[src/rtl/uart_tx_arbiter.sv]
// Round-robin arbiter sharing one UART TX FIFO between NUM_REQ byte-stream clients.
// A grant lasts for a whole message; a watchdog revokes grants from stalled clients.
module uart_tx_arbiter #(
    parameter int NUM_REQ      = 4,
    parameter int DATA_WIDTH   = 8,
    parameter int IDLE_TIMEOUT = 16
) (
    input  logic                            clock,
    input  logic                            reset,
    input  logic                            uart_en,
    input  logic [NUM_REQ-1:0]              req_valid,
    input  logic [NUM_REQ*DATA_WIDTH-1:0]   req_data,
    input  logic [NUM_REQ-1:0]              req_last,
    output logic [NUM_REQ-1:0]              req_ready,
    input  logic                            tx_fifo_full,
    output logic                            tx_fifo_wr_en,
    output logic [DATA_WIDTH-1:0]           tx_fifo_wr_data,
    output logic [NUM_REQ-1:0]              grant,
    output logic [$clog2(NUM_REQ)-1:0]      grant_id,
    output logic                            busy,
    output logic                            timeout_err,
    output logic [$clog2(NUM_REQ)-1:0]      timeout_id
);

    localparam int          IW = $clog2(NUM_REQ);
    localparam int          CW = $clog2(IDLE_TIMEOUT);
    localparam int unsigned NR = NUM_REQ;

    typedef enum logic {ARB_IDLE, ARB_XFER} state_e;

    state_e               state_q, state_d;
    logic [NUM_REQ-1:0]   grant_q, grant_d;
    logic [IW-1:0]        gid_q, gid_d;
    logic [IW-1:0]        rr_q, rr_d;
    logic [IW-1:0]        tid_q, tid_d;
    logic                 busy_q, busy_d;
    logic                 terr_q, terr_d;
    logic [CW-1:0]        idle_q, idle_d;

    logic [IW-1:0]        pick_id;
    logic                 pick_ok;
    logic [IW-1:0]        next_id;
    logic                 own_valid;
    logic                 own_last;
    logic                 hs;

    // First valid client at or after rr_q, wrapping modulo NUM_REQ.
    always_comb begin
        int unsigned sum;
        logic [IW-1:0] idx;
        pick_ok = 1'b0;
        pick_id = '0;
        sum     = 0;
        idx     = '0;
        for (int unsigned i = 0; i < NR; i++) begin
            sum = int'(rr_q) + i;
            if (sum >= NR) sum = sum - NR;
            idx = IW'(sum);
            if (!pick_ok && req_valid[idx]) begin
                pick_ok = 1'b1;
                pick_id = idx;
            end
        end
    end

    always_comb begin
        own_valid = req_valid[gid_q];
        own_last  = req_last[gid_q];
        hs        = (state_q == ARB_XFER) && own_valid && !tx_fifo_full;
        next_id   = (gid_q == IW'(NR - 1)) ? '0 : gid_q + 1'b1;
    end

    always_comb begin
        state_d         = state_q;
        grant_d         = grant_q;
        gid_d           = gid_q;
        busy_d          = busy_q;
        rr_d            = rr_q;
        idle_d          = idle_q;
        terr_d          = 1'b0;
        tid_d           = tid_q;
        req_ready       = '0;
        tx_fifo_wr_en   = 1'b0;
        tx_fifo_wr_data = '0;
        case (state_q)
            ARB_IDLE: begin
                if (uart_en && pick_ok) begin
                    state_d          = ARB_XFER;
                    grant_d          = '0;
                    grant_d[pick_id] = 1'b1;
                    gid_d            = pick_id;
                    busy_d           = 1'b1;
                    idle_d           = '0;
                end
            end
            ARB_XFER: begin
                req_ready[gid_q] = ~tx_fifo_full;
                tx_fifo_wr_en    = hs;
                tx_fifo_wr_data  = req_data[gid_q*DATA_WIDTH +: DATA_WIDTH];
                // Only a missing valid counts toward the watchdog; FIFO-full stalls hold the count.
                if (hs) begin
                    if (own_last) begin
                        state_d = ARB_IDLE;
                        grant_d = '0;
                        gid_d   = '0;
                        busy_d  = 1'b0;
                        rr_d    = next_id;
                        idle_d  = '0;
                    end else begin
                        idle_d = '0;
                    end
                end else if (!own_valid) begin
                    if (idle_q == CW'(IDLE_TIMEOUT - 1)) begin
                        state_d = ARB_IDLE;
                        grant_d = '0;
                        gid_d   = '0;
                        busy_d  = 1'b0;
                        rr_d    = next_id;
                        idle_d  = '0;
                        terr_d  = 1'b1;
                        tid_d   = gid_q;
                    end else begin
                        idle_d = idle_q + 1'b1;
                    end
                end
            end
            default: state_d = ARB_IDLE;
        endcase
    end

    always_ff @(posedge clock) begin
        if (reset) begin
            state_q <= ARB_IDLE;
            grant_q <= '0;
            gid_q   <= '0;
            rr_q    <= '0;
            tid_q   <= '0;
            busy_q  <= 1'b0;
            terr_q  <= 1'b0;
            idle_q  <= '0;
        end else begin
            state_q <= state_d;
            grant_q <= grant_d;
            gid_q   <= gid_d;
            rr_q    <= rr_d;
            tid_q   <= tid_d;
            busy_q  <= busy_d;
            terr_q  <= terr_d;
            idle_q  <= idle_d;
        end
    end

    assign grant       = grant_q;
    assign grant_id    = gid_q;
    assign busy        = busy_q;
    assign timeout_err = terr_q;
    assign timeout_id  = tid_q;

endmodule

[config.mk]
export PLATFORM = sky130hd
export DESIGN_NAME = uart_tx_arbiter
export DESIGN_NICKNAME = d
export VERILOG_FILES = /design/src/rtl/uart_tx_arbiter.sv
export SDC_FILE = /design/constraint.sdc
export NUM_CORES = 1
export LEC_CHECK = 0
export CAP_MARGIN = 20
export CELL_PAD_IN_SITES_DETAIL_PLACEMENT = 2
export CELL_PAD_IN_SITES_GLOBAL_PLACEMENT = 2
export CORE_AREA = 4 4 80 82
export CTS_CLUSTER_SIZE = 10
export DETAILED_ROUTE_END_ITERATION = 6
export DIE_AREA = 0 0 84 86
export GPL_TIMING_DRIVEN = 1
export PLACE_DENSITY = 0.93
export REMOVE_ABC_BUFFERS = 1
export SETUP_SLACK_MARGIN = 0.02
export SLEW_MARGIN = 40
export SYNTH_ARGS = -nofsm -noshare
export SYNTH_HDL_FRONTEND = slang
export SYNTH_SLANG_ARGS = --single-unit
[constraint.sdc]
create_clock -name clock -period 3.2 [get_ports clock]
set_input_delay 0.32 -clock clock [delete_from_list [all_inputs] [get_ports clock]]
set_output_delay 0.32 -clock clock [all_outputs]
set_load 0.01 [all_outputs]
## Word level (Yosys, flattened, before mapping)

Index checks and enable logic that the tools add are counted.

| word-level totals | value |
|---|---|
| register bits after elaboration | 17 |
| bits of input ports | 44 |
| logic and storage cells | 127 |

| cells by class | value |
|---|---|
| reduce and logical (&&, ||, !) cells | 18 |
| magnitude comparators | 12 |
| add/subtract/negate cells | 9 |
| bitwise operators | 5 |
| mux-type cells | 66 |
| equal/unequal tests | 8 |
| shift-type cells | 1 |

Operator list:

| cell | number |
|---|---|
| 4-bit 2-to-1 mux | 10 |
| 2-bit 2-to-1 mux | 18 |
| 32-bit by 6-bit variable part select with 8-bit output | 1 |
| 1-bit 2-to-1 mux | 24 |
| 2-bit by 3-bit < comparator with 1-bit output (second input constant) | 6 |
| 4-bit one-hot mux with 2 select lines | 2 |
| 1-bit binary-select mux with 2-bit select | 6 |
| 4-bit AND reduction | 3 |
| 3-bit greater-or-equal comparator (second input constant) | 3 |
| 1-bit logical AND | 8 |
| 8-bit 2-to-1 mux | 1 |
| 2-bit by 1-bit subtractor with 2-bit output (second input constant) | 4 |
| 2-bit by 2-bit adder with 3-bit output (second input constant) | 2 |
| 4-bit by 1-bit adder with 4-bit output (second input constant) | 1 |
| 4-bit bitwise AND | 1 |
| 1-bit demux with 2-bit select | 2 |
| 4-bit == test (second input constant) | 1 |
| 2-bit by 1-bit greater-or-equal comparator with 1-bit output (second input constant) | 2 |
| 1-bit logical NOT | 4 |
| 2-bit != test (second input constant) | 2 |
| 1-bit NOT | 4 |
| 1-bit one-hot mux with 2 select lines | 2 |
| 2-bit one-hot mux with 2 select lines | 1 |
| 4-bit OR reduction | 1 |
| other kinds (10) | 10 |

## Depth between registers and ports, before layout

| logic depth | value |
|---|---|
| word-level depth | 20 |
| depth in mapped cells | 7 |

## Worst setup path before layout

OpenSTA, ideal clock, no wires.

| timing path | value |
|---|---|
| path kind | reg2reg |
| from | register gid_q[0] (netlist: grant_id[0]) |
| to | register gid_q[0] (netlist: grant_id[0]) |
| path slack | 1.110 ns |
| cell stages (with the launch flop) | 6 |
| library setup time | 0.121 ns |
| data required time | 3.079 ns |
| arrival time | 1.968 ns |
| cells stage by stage | dfxtp_1 buf_6 mux4_2 mux2_4 o21ai_4 mux2_4 |

| between the ends | value |
|---|---|
| word-level cells in the longest chain between the ends | 6 |
| elaborated cells between the ends (all ways) | 12 |
| those cells by class | eq/ne: 3; mux: 6; reduce/logical: 3 |

Ends and longest elaborated chain:

| element | RTL line | text |
|---|---|---|
| start, declared | 33 | `logic [IW-1:0] gid_q, gid_d;` |
| start signal, assigned | 144 | `gid_q <= gid_d;` |
| 1-bit binary-select mux with 2-bit select | 67 | `own_valid = req_valid[gid_q];` |
| 1-bit 2-to-1 mux (not written as such) | 67 |  |
| 1-bit logical AND (2 in a row) | 69 | `hs = (state_q == ARB_XFER) && own_valid && !tx_fifo_full;` |
| 3-bit by 1-bit != test with 1-bit output (no source line) (tied with other cells) | n/a |  |
| 4-bit AND reduction (no source line) or 2-bit one-hot mux with 2 select lines (tied branches) | n/a |  |

Several ways; a longest one is shown, not always the timed one. The select of a mux whose other input is x is not followed.
A chain may end at the register's enable or synchronous reset.

## Final worst setup path

| timing path | value |
|---|---|
| from | register state_q |
| to | output port req_ready[1] |

| between the ends | value |
|---|---|
| word-level cells in the longest chain between the ends | 1 |

Ends and longest elaborated chain:

| element | RTL line | text |
|---|---|---|
| start, declared | 31 | `state_e state_q, state_d;` |
| start signal, assigned | 142 | `state_q <= state_d;` |
| 4-bit 2-to-1 mux | 85 | `case (state_q)` |
| end, declared | 14 | `output logic [NUM_REQ-1:0] req_ready,` |

Every way passes these cells.

==> summary.md <==
| Metric | Value |
|---|---|
| Status | `finished, final reports clean` |
| Final WL | `4530 um` |
| Core Region | `5750 um2` |
| Register area share after synthesis | `27.0%` |
| Complex-gate fraction of the synthesized area | `15.3%` |
| Top cell type's share of synthesized area | `27.0%` |
| Pwr/cell area | `283 nW/um2` |
| Yosys cell types | `37` |
| Full die area | `7220 um2` |
| Clock tree buffer depth | `2` |
| Min Tclk post-route | `2.61 ns` |
| Combinational family with the most area after synthesis | `multiplexers` |
| Max frequency | `383 MHz` |
| Pleak | `0.722 nW` |
| Critical path arrival | `2.29 ns` |
| Clock root buffer | `clkbuf_8` |
| Final hold violation count | `0` |
| Row count | `28` |
| Net switching power | `0.157 mW` |
| Post-Synthesis Cells | `140` |
| Residual DRC | `0` |
| Sum Neg Setup Slack | `0 ns` |
| Ports | `67` |
| Skew-Pair Late Insertion Delay | `0.25 ns` |
| Synth Cell Area | `1260 um2` |
| Setup crit end kind | `primary output` |
| Initial Utilization | `22.0%` |
| # diodes | `0` |
| Tcrit/Tclk final | `81.5%` |
| H-tree depth | `1` |
| Final Skew | `0.000767 ns` |
| Nets | `254` |
| Biggest area consumer among synthesized cells | `dfxtp_1` |
| CP max FO | `17` |
| Setup Fix Bufs, Post-CTS | `0` |
| Int Pwr | `0.421 mW` |
| Max-cap violation count | `0` |
| DP Area | `2000 um2` |
| Area delta synth->final | `61.7%` |
| WS Path Type | `register to primary output` |
| Flops & latches, synth | `17` |
| Port Buffers | `66` |
| Hold_buf cts | `0` |
| Max Slew Vio Count | `0` |
| # clock sinks | `17` |
| Die X-Extent | `84 um` |
| Largest net degree at the start of global routing | `24` |
| Post-route ant nets | `0` |
| Worst path required time | `2.88 ns` |
| Worst min-delay path class | `register to register` |
| TritonCTS Buffers | `3` |
| Drt wl/cell | `16.2 um` |
| Share of post-route cells with drive strength above 1 | `9.80%` |
| RSZ-0062 raised after global routing | `no` |
| Avg Inst Size Synth | `9.02 um2` |
| Iter 0 DRT Violations | `40` |
| Clk slew on worst S/H paths | `0.07 ns` |
| Sw Share | `27.2%` |
| DR vias | `1330` |
| Synth top area cells | `dfxtp_1 27%, mux4_2 16%, and2_1 6.9%` |
| Initial antenna violation count | `0` |
| Grt ovf | `0` |
| Power share of the clock group | `28.2%` |
| Detailed-router iteration count before antenna repair | `2` |
| Vias per cell | `4.77` |
| Sequential power share | `39.5%` |
| Vias in the first global route | `1493` |
| Post-synthesis xor/xnor area fraction | `0%` |
| Fin area | `2040 um2` |
| Combinational fraction of design power | `32.3%` |
| Post-Synth Simple-Gate Area | `24.0%` |
| Ys Warns | `0` |
| GRT Util Overall | `13.3%` |
| Final setup vio count | `0` |
| Post-cts sizing count | `0` |
| Worst slew margin | `62.8%` |
| Worst Setup Start Kind | `register` |
| Mux cell area share after synthesis | `24.3%` |
| Detailed Place HPWL | `3670 um` |
| Global-route wire length before repair | `7760 um` |
| TritonCTS clock tree | `yes` |
| Routability Congestion | `0.747` |
| Post-Synth Adder-Cell Area | `4.96%` |
| VDD IR max | `0.000108 V` |
| Die height | `86 um` |
| Worst-Margin Slew | `0.557 ns` |
-- critical path, cell delays in order (launching register included) --
cell and delay, ns:
dfxtp_1 0.67, inv_1 0.30, nor2_1 0.33, and2_1 0.18, clkdlybuf4s50_1 0.55
-- stage by stage --
stage                     utilization (%)  setup slack (ns)  hold WS (ns)  cells  total power, mW
final                                35.5             0.592         0.481    279            0.578
after global routing                 35.5             0.360         0.515    279            0.616
after CTS                            35.5             0.558         0.487    279            0.591
after detailed placement             34.8             0.726         0.478    275            0.422
after global placement               34.8             0.782         0.462    275            0.416
after floorplan                         -             0.778         0.389    131            0.312
-- layout by cell type (no fill, tap or decap), types with 2 or more instances in the layout --
cell type and n:
buf_4 3, nand3_1 3, nand2_1 8, inv_1 4, nor2_1 14, mux2_2 2, and2_1 14, mux2_4 2
nand2b_1 9, mux2i_1 4, o21ai_0 5, dfxtp_1 17, clkdlybuf4s50_1 66, mux4_2 9, a21oi_1 9, nor3_1 4
o32ai_1 2, a31oi_1 3, clkbuf_8 3, ha_1 5
-- Yosys cell counts (all sizes together) --
cell / count
a21o: 1
a21oi: 9
a22o: 1
a22oi: 1
a31oi: 3
and2: 14
and3: 1
buf: 2
clkbuf: 7
dfxtp: 17
ha: 5
inv: 4
mux2: 5
mux2i: 4
mux4: 9
nand2: 8
nand2b: 9
nand3: 3
nand4: 1
nor2: 14
nor2b: 1
nor3: 4
nor3b: 1
nor4: 1
nor4b: 1
o211ai: 1
o21a: 1
o21ai: 6
o22a: 1
o22ai: 1
o31ai: 1
o32ai: 2
o41ai: 1
-- logic make-up after synthesis --
| group | count (synthesis) |
|---|---|
| buffers and inverters | 13 |
| DFF | 17 |
| AOI/OAI and AO/OA | 29 |
| muxes | 18 |
| and+or+nand+nor | 58 |
| adders and majority gates | 5 |
-- registers in the layout, summed over array words and instances, names as in the netlist --
name and flops:
timeout_id 2, rr_q 2, idle_q 4, timeout_err 1
grant_id 2, state_q 1, busy 1, grant 4
-- per-layer routing --
layer	vias up	global-route usage [%]	routed length, um
met5	-	0	0
met4	0	1.75	19
met3	2	3.84	286
met2	58	23.6	2160
met1	637	16.3	2060
li1	633	-	-
-- worst paths after layout --
check | from | end | slack, ns | depth (start not counted)
hold reg to reg | grant[1] | grant[1] | 0.48 | 2
hold / removal | grant[1] | grant[1] | 0.48 | 2
setup reg to reg | grant_id[0] | rr_q[0] | 0.92 | 5
setup / recovery | state_q | req_ready[1] | 0.59 | 4
-- power by group through the flow --
stage / registers [mW] / clock network (mW) / logic [mW]
after floorplan: 0.238 / 0 / 0.0746
after global placement: 0.233 / 0 / 0.183
after detailed placement: 0.233 / 0 / 0.189
after CTS: 0.229 / 0.173 / 0.190
after global routing: 0.230 / 0.181 / 0.205
final: 0.228 / 0.163 / 0.187
-- area by class of cell --
type                            count  area [um2]
Sequential cell                    17         340
Fill cell                         637        3700
Multi-Input combinational cell    110         865
Clock buffer                        4        45.0
Tap cell                           75        93.8
Timing Repair Buffer               69         683
Inverter                            4        15.0
No activity file was read; power rests on OpenSTA's default activity.
